**config.mk**
```make
export PLATFORM = sky130hd
export DESIGN_NAME = intercom_arbiter
export DESIGN_NICKNAME = d
export VERILOG_FILES = /design/src/rtl/intercom_arbiter.sv
export SDC_FILE = /design/constraint.sdc
export NUM_CORES = 1
export LEC_CHECK = 0
export ABC_AREA = 1
export ABC_CLOCK_PERIOD_IN_PS = 2400
export BUFFER_PORTS_ARGS = -buffer_cell sky130_fd_sc_hd__clkbuf_2
export CAP_MARGIN = 20
export CORE_AREA = 2 2 170 172
export CTS_CLUSTER_SIZE = 16
export DETAILED_ROUTE_END_ITERATION = 10
export DIE_AREA = 0 0 172 174
export PLACE_DENSITY_LB_ADDON = 0.08
export SETUP_SLACK_MARGIN = 0.02
export SLEW_MARGIN = 20
export SYNTH_ARGS = -nofsm -noshare
export SYNTH_HDL_FRONTEND = slang
export SYNTH_SLANG_ARGS = --single-unit
```
**constraint.sdc**
```tcl
create_clock -name clk -period 2.4 [get_ports clk]
set_clock_uncertainty 0.05 [all_clocks]
set_input_delay 0.24 -clock clk [delete_from_list [all_inputs] [get_ports clk]]
set_output_delay 0.24 -clock clk [all_outputs]
set_load 0.02 [all_outputs]
```
**src/rtl/intercom_arbiter.sv**
```systemverilog
// intercom_arbiter: N-master to 1-slave Wishbone classic arbiter, round-robin,
// grant held for a whole cyc burst; optional watchdog via `ARB_TIMEOUT_EN.
//
// Parameters:
//   NUM_MASTERS  master ports (1..16)
//   DATA_WIDTH   data bus width
//   ADDR_WIDTH   address bus width
//   SELECT_WIDTH byte-select width
//   TIMEOUT      watchdog limit in cycles (used only with ARB_TIMEOUT_EN)
//
// Ports:
//   clk, rst                    clock, asynchronous active-low reset
//   m_adr/m_dat_w/m_sel         packed per-master request buses (slice i)
//   m_we/m_stb/m_cyc            per-master control
//   m_dat_r                     slave read data broadcast to all masters
//   m_ack/m_err                 per-master responses (owner only)
//   s_adr/s_dat_w/s_sel/s_we/s_stb/s_cyc  slave request side
//   s_dat_r/s_ack/s_err         slave responses
//   grant                       registered one-hot owner, zero when idle

module intercom_arbiter #(
    parameter int NUM_MASTERS  = 4,
    parameter int DATA_WIDTH   = 32,
    parameter int ADDR_WIDTH   = 32,
    parameter int SELECT_WIDTH = DATA_WIDTH / 8,
    parameter int TIMEOUT      = 255
) (
    input  logic                                 clk,
    input  logic                                 rst,
    input  logic [NUM_MASTERS*ADDR_WIDTH-1:0]    m_adr,
    input  logic [NUM_MASTERS*DATA_WIDTH-1:0]    m_dat_w,
    input  logic [NUM_MASTERS*SELECT_WIDTH-1:0]  m_sel,
    input  logic [NUM_MASTERS-1:0]               m_we,
    input  logic [NUM_MASTERS-1:0]               m_stb,
    input  logic [NUM_MASTERS-1:0]               m_cyc,
    output logic [DATA_WIDTH-1:0]                m_dat_r,
    output logic [NUM_MASTERS-1:0]               m_ack,
    output logic [NUM_MASTERS-1:0]               m_err,
    output logic [ADDR_WIDTH-1:0]                s_adr,
    output logic [DATA_WIDTH-1:0]                s_dat_w,
    output logic [SELECT_WIDTH-1:0]              s_sel,
    output logic                                 s_we,
    output logic                                 s_stb,
    output logic                                 s_cyc,
    input  logic [DATA_WIDTH-1:0]                s_dat_r,
    input  logic                                 s_ack,
    input  logic                                 s_err,
    output logic [NUM_MASTERS-1:0]               grant
);

    localparam int PW = (NUM_MASTERS > 1) ? $clog2(NUM_MASTERS) : 1;

    if (NUM_MASTERS < 1 || NUM_MASTERS > 16) begin : g_bad_masters
        $error("intercom_arbiter: NUM_MASTERS out of range");
    end
    if (TIMEOUT < 1) begin : g_bad_timeout
        $error("intercom_arbiter: TIMEOUT must be >= 1");
    end

`ifdef ARB_TIMEOUT_EN
    typedef enum logic [1:0] {
        IDLE  = 2'd0,
        OWN   = 2'd1,
        ABORT = 2'd2
    } state_t;
`else
    typedef enum logic [0:0] {
        IDLE = 1'b0,
        OWN  = 1'b1
    } state_t;
`endif

    state_t                 state;
    state_t                 next_state;
    logic [PW-1:0]          ptr;
    logic [PW-1:0]          gidx;
    logic [PW-1:0]          ptr_next;
    logic [PW-1:0]          pick_idx;
    logic                   pick_ok;
    logic [NUM_MASTERS-1:0] pick_oh;
    logic                   cyc_g;
    logic                   wd_fire;

    assign cyc_g = m_cyc[gidx];

    // First requester at or after ptr, searching upward with wrap.
    always_comb begin
        pick_idx = '0;
        pick_ok  = 1'b0;
        for (int off = 0; off < NUM_MASTERS; off++) begin
            if (!pick_ok && m_cyc[(int'(ptr) + off) % NUM_MASTERS]) begin
                pick_ok  = 1'b1;
                pick_idx = PW'((int'(ptr) + off) % NUM_MASTERS);
            end
        end
        pick_oh           = '0;
        pick_oh[pick_idx] = 1'b1;
    end

    always_comb begin
        if (int'(gidx) >= NUM_MASTERS - 1)
            ptr_next = '0;
        else
            ptr_next = gidx + PW'(1);
    end

`ifdef ARB_TIMEOUT_EN
    localparam int CW = $clog2(TIMEOUT + 1);

    logic [CW-1:0] wd_cnt;

    // Counts strobed OWN cycles without a slave response.
    always_ff @(posedge clk or negedge rst) begin
        if (!rst)
            wd_cnt <= '0;
        else if (state != OWN)
            wd_cnt <= '0;
        else if (s_ack || s_err)
            wd_cnt <= '0;
        else if (s_stb)
            wd_cnt <= wd_cnt + CW'(1);
    end

    assign wd_fire = (state == OWN) && (wd_cnt == CW'(TIMEOUT));
`else
    assign wd_fire = 1'b0;
`endif

    always_comb begin
        next_state = state;
        case (state)
            IDLE: begin
                if (pick_ok)
                    next_state = OWN;
            end
            OWN: begin
                if (!cyc_g)
                    next_state = IDLE;
`ifdef ARB_TIMEOUT_EN
                else if (wd_fire)
                    next_state = ABORT;
`endif
            end
`ifdef ARB_TIMEOUT_EN
            ABORT: begin
                if (!cyc_g)
                    next_state = IDLE;
            end
`endif
            default: next_state = IDLE;
        endcase
    end

    always_ff @(posedge clk or negedge rst) begin
        if (!rst) begin
            state <= IDLE;
            grant <= '0;
            gidx  <= '0;
            ptr   <= '0;
        end else begin
            state <= next_state;
            if (state == IDLE && pick_ok) begin
                grant <= pick_oh;
                gidx  <= pick_idx;
            end else if (state != IDLE && next_state == IDLE) begin
                grant <= '0;
                ptr   <= ptr_next;
            end
        end
    end

    // Slave side follows the owner only in OWN; IDLE and ABORT drive zeros.
    // Every output here depends on registered state, so reset clears them
    // without waiting for a clock edge.
    always_comb begin
        s_adr   = '0;
        s_dat_w = '0;
        s_sel   = '0;
        s_we    = 1'b0;
        s_stb   = 1'b0;
        s_cyc   = 1'b0;
        m_ack   = '0;
        m_err   = '0;
        m_dat_r = s_dat_r;
        if (state == OWN) begin
            s_adr   = m_adr[int'(gidx)*ADDR_WIDTH +: ADDR_WIDTH];
            s_dat_w = m_dat_w[int'(gidx)*DATA_WIDTH +: DATA_WIDTH];
            s_sel   = m_sel[int'(gidx)*SELECT_WIDTH +: SELECT_WIDTH];
            s_we    = m_we[gidx];
            s_cyc   = cyc_g & ~wd_fire;
            s_stb   = m_stb[gidx] & cyc_g & ~wd_fire;
            m_ack[gidx] = s_ack & ~wd_fire;
            m_err[gidx] = s_err | wd_fire;
        end
    end

endmodule

```
=== Yosys cells after proc, flatten, opt, wreduce, memory -nomap -nowiden ===
Cells that the tools add are included.

* Register bits after elaboration: 9
* Bits of input ports: 320
* Output and inout port bits: 115

* Add/subtract/negate cells: 4
* Order comparisons: 9
* Shifts and indexed selects: 3
* Muxes and demuxes: 43
* Bitwise operators: 9
* Reduce and logical (&&, ||, !) cells: 15

{| class="wikitable"
|+ Operators with widths
! cell !! count
|-
| $shiftx 128x8->32 || 2
|-
| $mux 32 || 2
|-
| $mux 1 || 21
|-
| $mux 4 || 5
|-
| $shiftx 16x5->4 || 1
|-
| $bmux 1 s2 || 7
|-
| $lt 3x4->1 const B || 3
|-
| $mux 2 || 5
|-
| $lt 2x3->1 const B || 3
|-
| $and 4x4->4 || 2
|-
| $logic_and 1x1->1 || 7
|-
| $reduce_or 2->1 || 3
|-
| $add 2x1->2 const B || 2
|-
| $add 2x2->2 const B || 2
|-
| $demux 1 s2 || 2
|-
| $ge 2x1->1 const B || 2
|-
| $and 1x1->1 const A || 3
|-
| $logic_not 1->1 || 3
|-
| $not 1->1 || 3
|-
| $ge 2x2->1 const B || 1
|-
| $pmux 1 s2 || 1
|-
| $reduce_and 2->1 || 1
|-
| $reduce_bool 2->1 || 1
|-
| $and 1x1->1 || 1
|}

=== Depth between registers and ports, before layout ===
Gate-level depths: netlist of run 1.

* Word-level depth: 20
* Gate-level depth with buffers: 12
* Mapped depth without buffers: 12

=== Worst setup path after synthesis of run 1 ===
OpenSTA, ideal clock, no wires.

* Kind: register to output
* From: reg gidx[0]
* To: out s_stb
* Data arrival time: 1645 ps
* Data required time: 2110 ps
* Path slack: 465 ps
* Stages on the path, launching flop included: 8
* Cell sequence: dfrtp_1 > clkbuf_1 > a21oi_1 > o21ai_0 > nand2_1 > nor2_1 > inv_1 > a21oi_1

* Cells in the longest elaborated chain, start to end: 4
* Elaborated cells on any way between the ends: 6
* Those cells by class: mux: 5; bitwise: 1

{| class="wikitable"
|+ RTL lines
! item !! RTL line !! RTL
|-
| start: declaration || 76 || <nowiki>logic [PW-1:0] gidx;</nowiki>
|-
| start signal: assignment || 164 || <nowiki>gidx <= pick_idx;</nowiki>
|-
| $bmux 1 s2, on equally long branches || 191, 84 ||
|-
| $mux 1, on equally long branches || 191, 84 ||
|-
| $and 1x1->1 (*) || 191 || <nowiki>s_stb = m_stb[gidx] & cyc_g & ~wd_fire;</nowiki>
|-
| $mux 1 (*) || 185 || <nowiki>if (state == OWN) begin</nowiki>
|-
| end: declaration || 43 || <nowiki>output logic s_stb,</nowiki>
|}

Every way passes the cells marked *; elsewhere a longest branch is shown, timed or not. The select of a mux whose other input is x is not followed.

=== Worst setup path in the final report of run 1 ===
* From: reg gidx[0]
* To: out s_adr[10]

* Cells in the longest elaborated chain, start to end: 2

{| class="wikitable"
|+ RTL lines
! item !! RTL line !! RTL
|-
| $shiftx 128x8->32 || 186 || <nowiki>s_adr = m_adr[int'(gidx)*ADDR_WIDTH +: ADDR_WIDTH];</nowiki>
|-
| $mux 32 || 185 ||
|-
| end: declaration || 39 || <nowiki>output logic [ADDR_WIDTH-1:0] s_adr,</nowiki>
|}

No other way between the ends.

==> qor.csv, run 1 <==
metric,value,unit
fill_cells,3454,
synth_edf_count,0,
relSlewSlack,67.73,%
timing.fmax,459.9,MHz
coreArea,28240,um2
rows,62,
ys_warn_count,0,
tightestPinTransition,0.4790,ns
fin_setup_tns,0,ns
vias_per_cell,3.950,
ff2ff_setup_slack,0.65,ns
nets,1336,
max-vdd-ir-drop,0.4838,mV
status,finished clean,
grt_pass1_wl,30.47,mm
highest_layer,met4,
insertion_delay,0.23,ns
rr_startpoint,ptr[0]$_DFFE_PN0P_,
required,2.11,ns
yosysSeqAreaShare,6.557,%
avgRoutedWirePerCell,15.00,um
period_share,90.60,%
grt_pass1_vias,5455,
dr_total_vias,5514,
critPathMaxFanout,60,
power.switching,4.556,mW
cts_root_buffer,clkbuf_16,
synth_seq_cells,9,
setup_viol_count_final,0,
critPathArrivalTime,1.88,ns
wl_met1,8.483,mm
share_comb_of_total_power,91.7,%
swShare,62.64,%
grt_max_degree,61,
avgSynthCellArea,4.899,um2
final_cells,1396,
synth_ff_type,dfrtp_1,
p_leak,3.017,nW
die_x,172,um
crit_path_end_kind,output port,
rsz0062_at_grt,false,
reg2regPathDepth,11,
layout-drive-gt1-share,41.84,%
synth_cell_types,28,
antenna_found_initial,1,
path_cells,"buf_12, buf_4, nor2_1, nor2_1, o21ai_0, a21oi_1, clkbuf_2",
drc,0,
die_y,174,um
layout_min_cycle_time,2.174,ns
cp_slowest_stage_delay,0.43,ns
power_frac_seq,4.3,%
p_int,2.717,mW
syn_nets,1025,
port_buffers,370,
worstReg2RegEnd,grant[1]$_DFFE_PN0P_,
num_io_pins,435,
criticalPathCategory,reg2out,
cp-endpoint,s_adr[10],
hp-class,in2async,
htree_levels,1,
grt_use_total,12.96,%
syn-cell-area,3435,um2
dp_hpwl,16.92,mm
cts_tree,done,
power_frac_clock,4.1,%
dp_slack,0.4235,ns
first_iter_violations,218,
dr_wl_met2,10.49,mm
crit_top_cell,nor2_1,
cts.sinks,9,
area_growth_syn_to_layout,65.32,%
post-route-worst-setup-slack,0.2256,ns
ys_async_sr_fraction,100.0,%
cp-start-kind,register,
dp.cells,1390,
start_util,12.16,%
wirelength,20.94,mm
final_hold_viol_count,0,
cts-buffers-inserted,3,
path_clk_slew,0.04,ns
whs,0.3532,ns
maxSlewViolCount,0,
slowest_stage,dfrtp_4,
drt_pass1_iterations,4,
dr_wl_met3,1.618,mm
ant_nets,0,
place.gp.congestion,0.7980,
die_area,29930,um2
overflow,0,
max-cap-violations,0,
powerDensity,1281,nW/um2
clock_path_buffers,2,
syn_inst,701,
cp-startpoint,gidx[0]$_DFFE_PN0P_,
worst min path at each step:
stage          start              endpoint  slack (ns)  cells past startpoint
4_1_cts          rst  grant[0]$_DFFE_PN0P_        0.37                      2
3_5_place_dp     rst  grant[0]$_DFFE_PN0P_        0.08                      1
2_1_floorplan    rst   gidx[0]$_DFFE_PN0P_       -0.11                      0
5_1_grt          rst  grant[0]$_DFFE_PN0P_        0.40                      2
3_3_place_gp     rst  grant[0]$_DFFE_PN0P_        0.08                      1
6_report         rst  grant[0]$_DFFE_PN0P_        0.35                      2
logic make-up (layout without fill, tap and decap cells):
logic type                 count (synthesis)  after routing  share of synthesized area, %
DFF                                        9              9                         6.557
and+or+nand+nor                          363            363                         43.75
AOI/OAI and AO/OA                        219            219                         32.09
adders and majority gates                  4              4                         1.457
buffers and inverters                    106            416                         16.14
other                                      0              1                             0
per-stage QoR:
stage / area, um2 / power, mW / utilization (%)
floorplan: 3435 / 4.753 / -
global placement: 5587 / 7.197 / 19.78
detailed placement: 5587 / 7.138 / 19.78
CTS: 5675 / 7.455 / 20.10
global route: 5675 / 8.076 / 20.10
finish: 5678 / 7.273 / 20.11
Yosys cell counts (all sizes together), types with 2 or more instances:
cell / number / area share, %
a21oi: 74 / 11
buf: 56 / 11
clkbuf: 31 / 3.4
dfrtp: 9 / 6.6
ha: 4 / 1.5
inv: 19 / 2.1
nand2: 49 / 7.1
nand3: 17 / 2.8
nand4: 2 / 0.36
nor2: 293 / 33
o21ai: 144 / 21
power groups by stage:
stage / combinational [mW] / sequential (mW) / clock, mW
final: 6.67 / 0.311 / 0.295
after global routing: 7.44 / 0.323 / 0.309
after CTS: 6.84 / 0.312 / 0.302
after detailed placement: 6.82 / 0.313 / 0
after global placement: 6.88 / 0.315 / 0
after floorplan: 4.46 / 0.295 / 0
final cells by class:
class | count | area [um2] | area share, %
multi-input combinational | 586 | 2655 | 46.76
timing repair buffer | 393 | 2152 | 37.90
tap | 384 | 480.5 | 8.462
sequential | 9 | 232.7 | 4.099
clock buffer | 4 | 78.83 | 1.388
inverter | 19 | 76.32 | 1.344
antenna | 1 | 2.502 | 0.04407
timing repair:
| item | 4_1_cts | 5_1_grt |
|---|---|---|
| hold endpoints to repair | 9 | 0 |
| resized for setup | 0 | 0 |
| setup endpoints to repair | 0 | 0 |
| hold buffers | 1 | 0 |
| buffers inserted | 0 | 0 |
sequential cells by signal, indices dropped and copies added, names as in the netlist:
register  count
grant         4
gidx          2
ptr           2
state         1
critical path, delay by kind of cell, from the launching register on:
family / cells / cell delay (ns)
buffers and inverters: 3 / 0.78
DFF: 1 / 0.43
AOI/OAI and AO/OA: 2 / 0.23
and+or+nand+nor: 2 / 0.18
per-layer routing:
metal	up-vias	track usage, %
met5	-	0
met4	0	2.451
met3	28	2.140
met2	236	24.40
met1	2379	15.30
li1	2871	-
cells in the final DEF (no fill, tap or decap):
master,synthesis,routed
o21ai_2,1,1
nand3_2,2,2
nor2_2,1,1
inv_2,6,5
o21ai_1,1,1
nand2_2,8,8
nand2_4,3,3
a21oi_1,74,74
nand3_1,15,15
clkbuf_16,0,3
dfrtp_4,0,2
nor2_4,1,1
nor2_1,290,290
buf_12,0,10
nand2_1,37,37
ha_1,4,4
and2_1,1,1
nor2_8,1,1
inv_1,12,12
inv_4,1,2
dfrtp_1,9,7
o31ai_1,1,1
dlygate4sd3_1,0,1
nand3b_4,1,1
buf_4,32,12
o21ai_0,142,142
clkbuf_2,0,370
diode_2,0,1
clkbuf_1,31,1
nand4_1,2,2
nand2_8,1,1
(Power assumes the default switching activity.)
==> inputs of run 2 (changes only) <==
PLACE_DENSITY_LB_ADDON = unset   (was 0.08)
SETUP_SLACK_MARGIN = unset   (was 0.02)
TNS_END_PERCENT = 10   (was unset)
==> run 2 against run 1 <==
Cell count decreased by 0.57%; design area decreased by 2.2%; flip-flop and latch count unchanged; worst hold slack improved by 0.0020 ns; fmax down 2.8%; combinational power fell by 4.6%.
==> qor.csv, run 2 (synthesis gave the netlist of run 1 again) <==
metric,value,unit
status,finished clean,
rsz0062_at_grt,false,
slowest_stage,dfrtp_4,
htree_levels,1,
final_common_cell,clkbuf_2,
dr_total_vias,5683,
grt_max_degree,85,
p_leak,2.950,nW
swShare,64.04,%
final_hold_viol_count,0,
rr_startpoint,ptr[0]$_DFFE_PN0P_,
dp_hpwl,15.74,mm
critPathMaxFanout,82,
place_area,5456,um2
insertion_delay,0.24,ns
required,2.11,ns
path_clk_slew,0.04,ns
antenna_found_initial,3,
die_x,172,um
cts_root_buffer,clkbuf_16,
post-route-worst-setup-slack,0.1623,ns
power_frac_clock,4.3,%
ant_nets,0,
timing.fmax,446.9,MHz
max-vdd-ir-drop,0.6365,mV
fin_setup_tns,0,ns
maxSlewViolCount,0,
grt_use_total,11.85,%
first_iter_violations,407,
clock_path_buffers,2,
nets,1327,
cp-startpoint,gidx[0]$_DFFE_PN0P_,
grt_pass1_vias,5230,
layout-drive-gt1-share,41.32,%
die_area,29930,um2
power,7.030,mW
reg_top3,"grant x4, gidx x2, ptr x2",
crit_family,buffers and inverters,
vias_per_cell,4.094,
cts.sinks,9,
largest_reg_flops,4,
rows,62,
tightestPinTransition,0.5858,ns
cp_slowest_stage_delay,0.51,ns
max-cap-violations,0,
regMostFlops,grant,
cp-start-kind,register,
final_cell_mix,"370 x clkbuf_2, 290 x nor2_1, 141 x o21ai_0",
num_io_pins,435,
start_util,12.16,%
overflow,0,
drc,0,
coreArea,28240,um2
power_frac_seq,5.2,%
criticalPathCategory,reg2out,
dp.cells,1381,
fill_cells,3332,
grt_pass1_wl,27.91,mm
power.switching,4.502,mW
cts_tree,done,
final_cells,1388,
avgRoutedWirePerCell,13.97,um
drt_pass1_iterations,5,
place.gp.congestion,0.9027,
stdcell_area,5550,um2
cp_num_buf_inv,3,
layout_min_cycle_time,2.238,ns
setup_viol_count_final,0,
crit_path_end_kind,output port,
relSlewSlack,60.95,%
critPathArrivalTime,1.95,ns
period_share,93.24,%
path_cells,"inv_4, buf_12, o21ai_0, a21oi_1, clkbuf_2",
powerDensity,1267,nW/um2
cts-buffers-inserted,3,
area_growth_syn_to_layout,61.60,%
port_buffers,370,
fin_util,19.66,%
whs,0.3552,ns
dp_slack,0.3131,ns
p_int,2.528,mW
wirelength,19.39,mm
hp-class,in2async,
die_y,174,um
share_comb_of_total_power,90.4,%
==> run 2: cell count changes in the layout (fill, tap and decap cells not counted), sizes merged <==
| cell | delta |
|---|---|
| diode | +1 |
| buf | -9 |
==> run 2: per-layer routing <==
layer / part of all wire (%) / vias up / global-route usage, %
li1: - / 2854 / -
met1: 43 / 2513 / 14.79
met2: 47 / 292 / 20.93
met3: 9.1 / 22 / 2.755
met4: 1.4 / 2 / 1.856
met5: 0.067 / - / 0
==> run 2: layout make-up <==
cell class | instances | area [um2] | area share [%]
flip-flops and latches | 9 | 232.7 | 4.193
diodes | 2 | 5.005 | 0.09017
inverters | 19 | 76.32 | 1.375
multi-input cells | 586 | 2655 | 47.84
well taps | 384 | 480.5 | 8.656
repair buffers | 384 | 2022 | 36.43
clock buffers | 4 | 78.83 | 1.420
==> run 2: timing repair <==
item / 4_1_cts / 5_1_grt
buffers inserted: 0 / 0
resized for setup: 0 / 1
endpoints found under the hold margin: 9 / 0
hold buffers: 1 / 0
setup endpoints to repair: 0 / 1
==> run 2: path summary, 6_finish.rpt <==
path / cells after the start / slack (ns) / end
worst min register to register: 2 / 0.46 / grant[3]$_DFFE_PN0P_
min in group clk: 0 / 0.43 / m_dat_r[12]
worst min-delay path: 2 / 0.36 / grant[0]$_DFFE_PN0P_
worst max-delay path: 5 / 0.16 / s_adr[19]
max in group asynchronous: 2 / 1.71 / gidx[1]$_DFFE_PN0P_
worst max register to register: 11 / 0.49 / grant[3]$_DFFE_PN0P_
==> run 2: power groups by stage <==
stage	Sequential, mW	Combinational [mW]	Clock, mW
floorplan	0.295	4.46	0
global placement	0.367	6.35	0
detailed placement	0.369	6.38	0
CTS	0.368	6.41	0.308
global route	0.388	7.05	0.312
finish	0.369	6.36	0.304
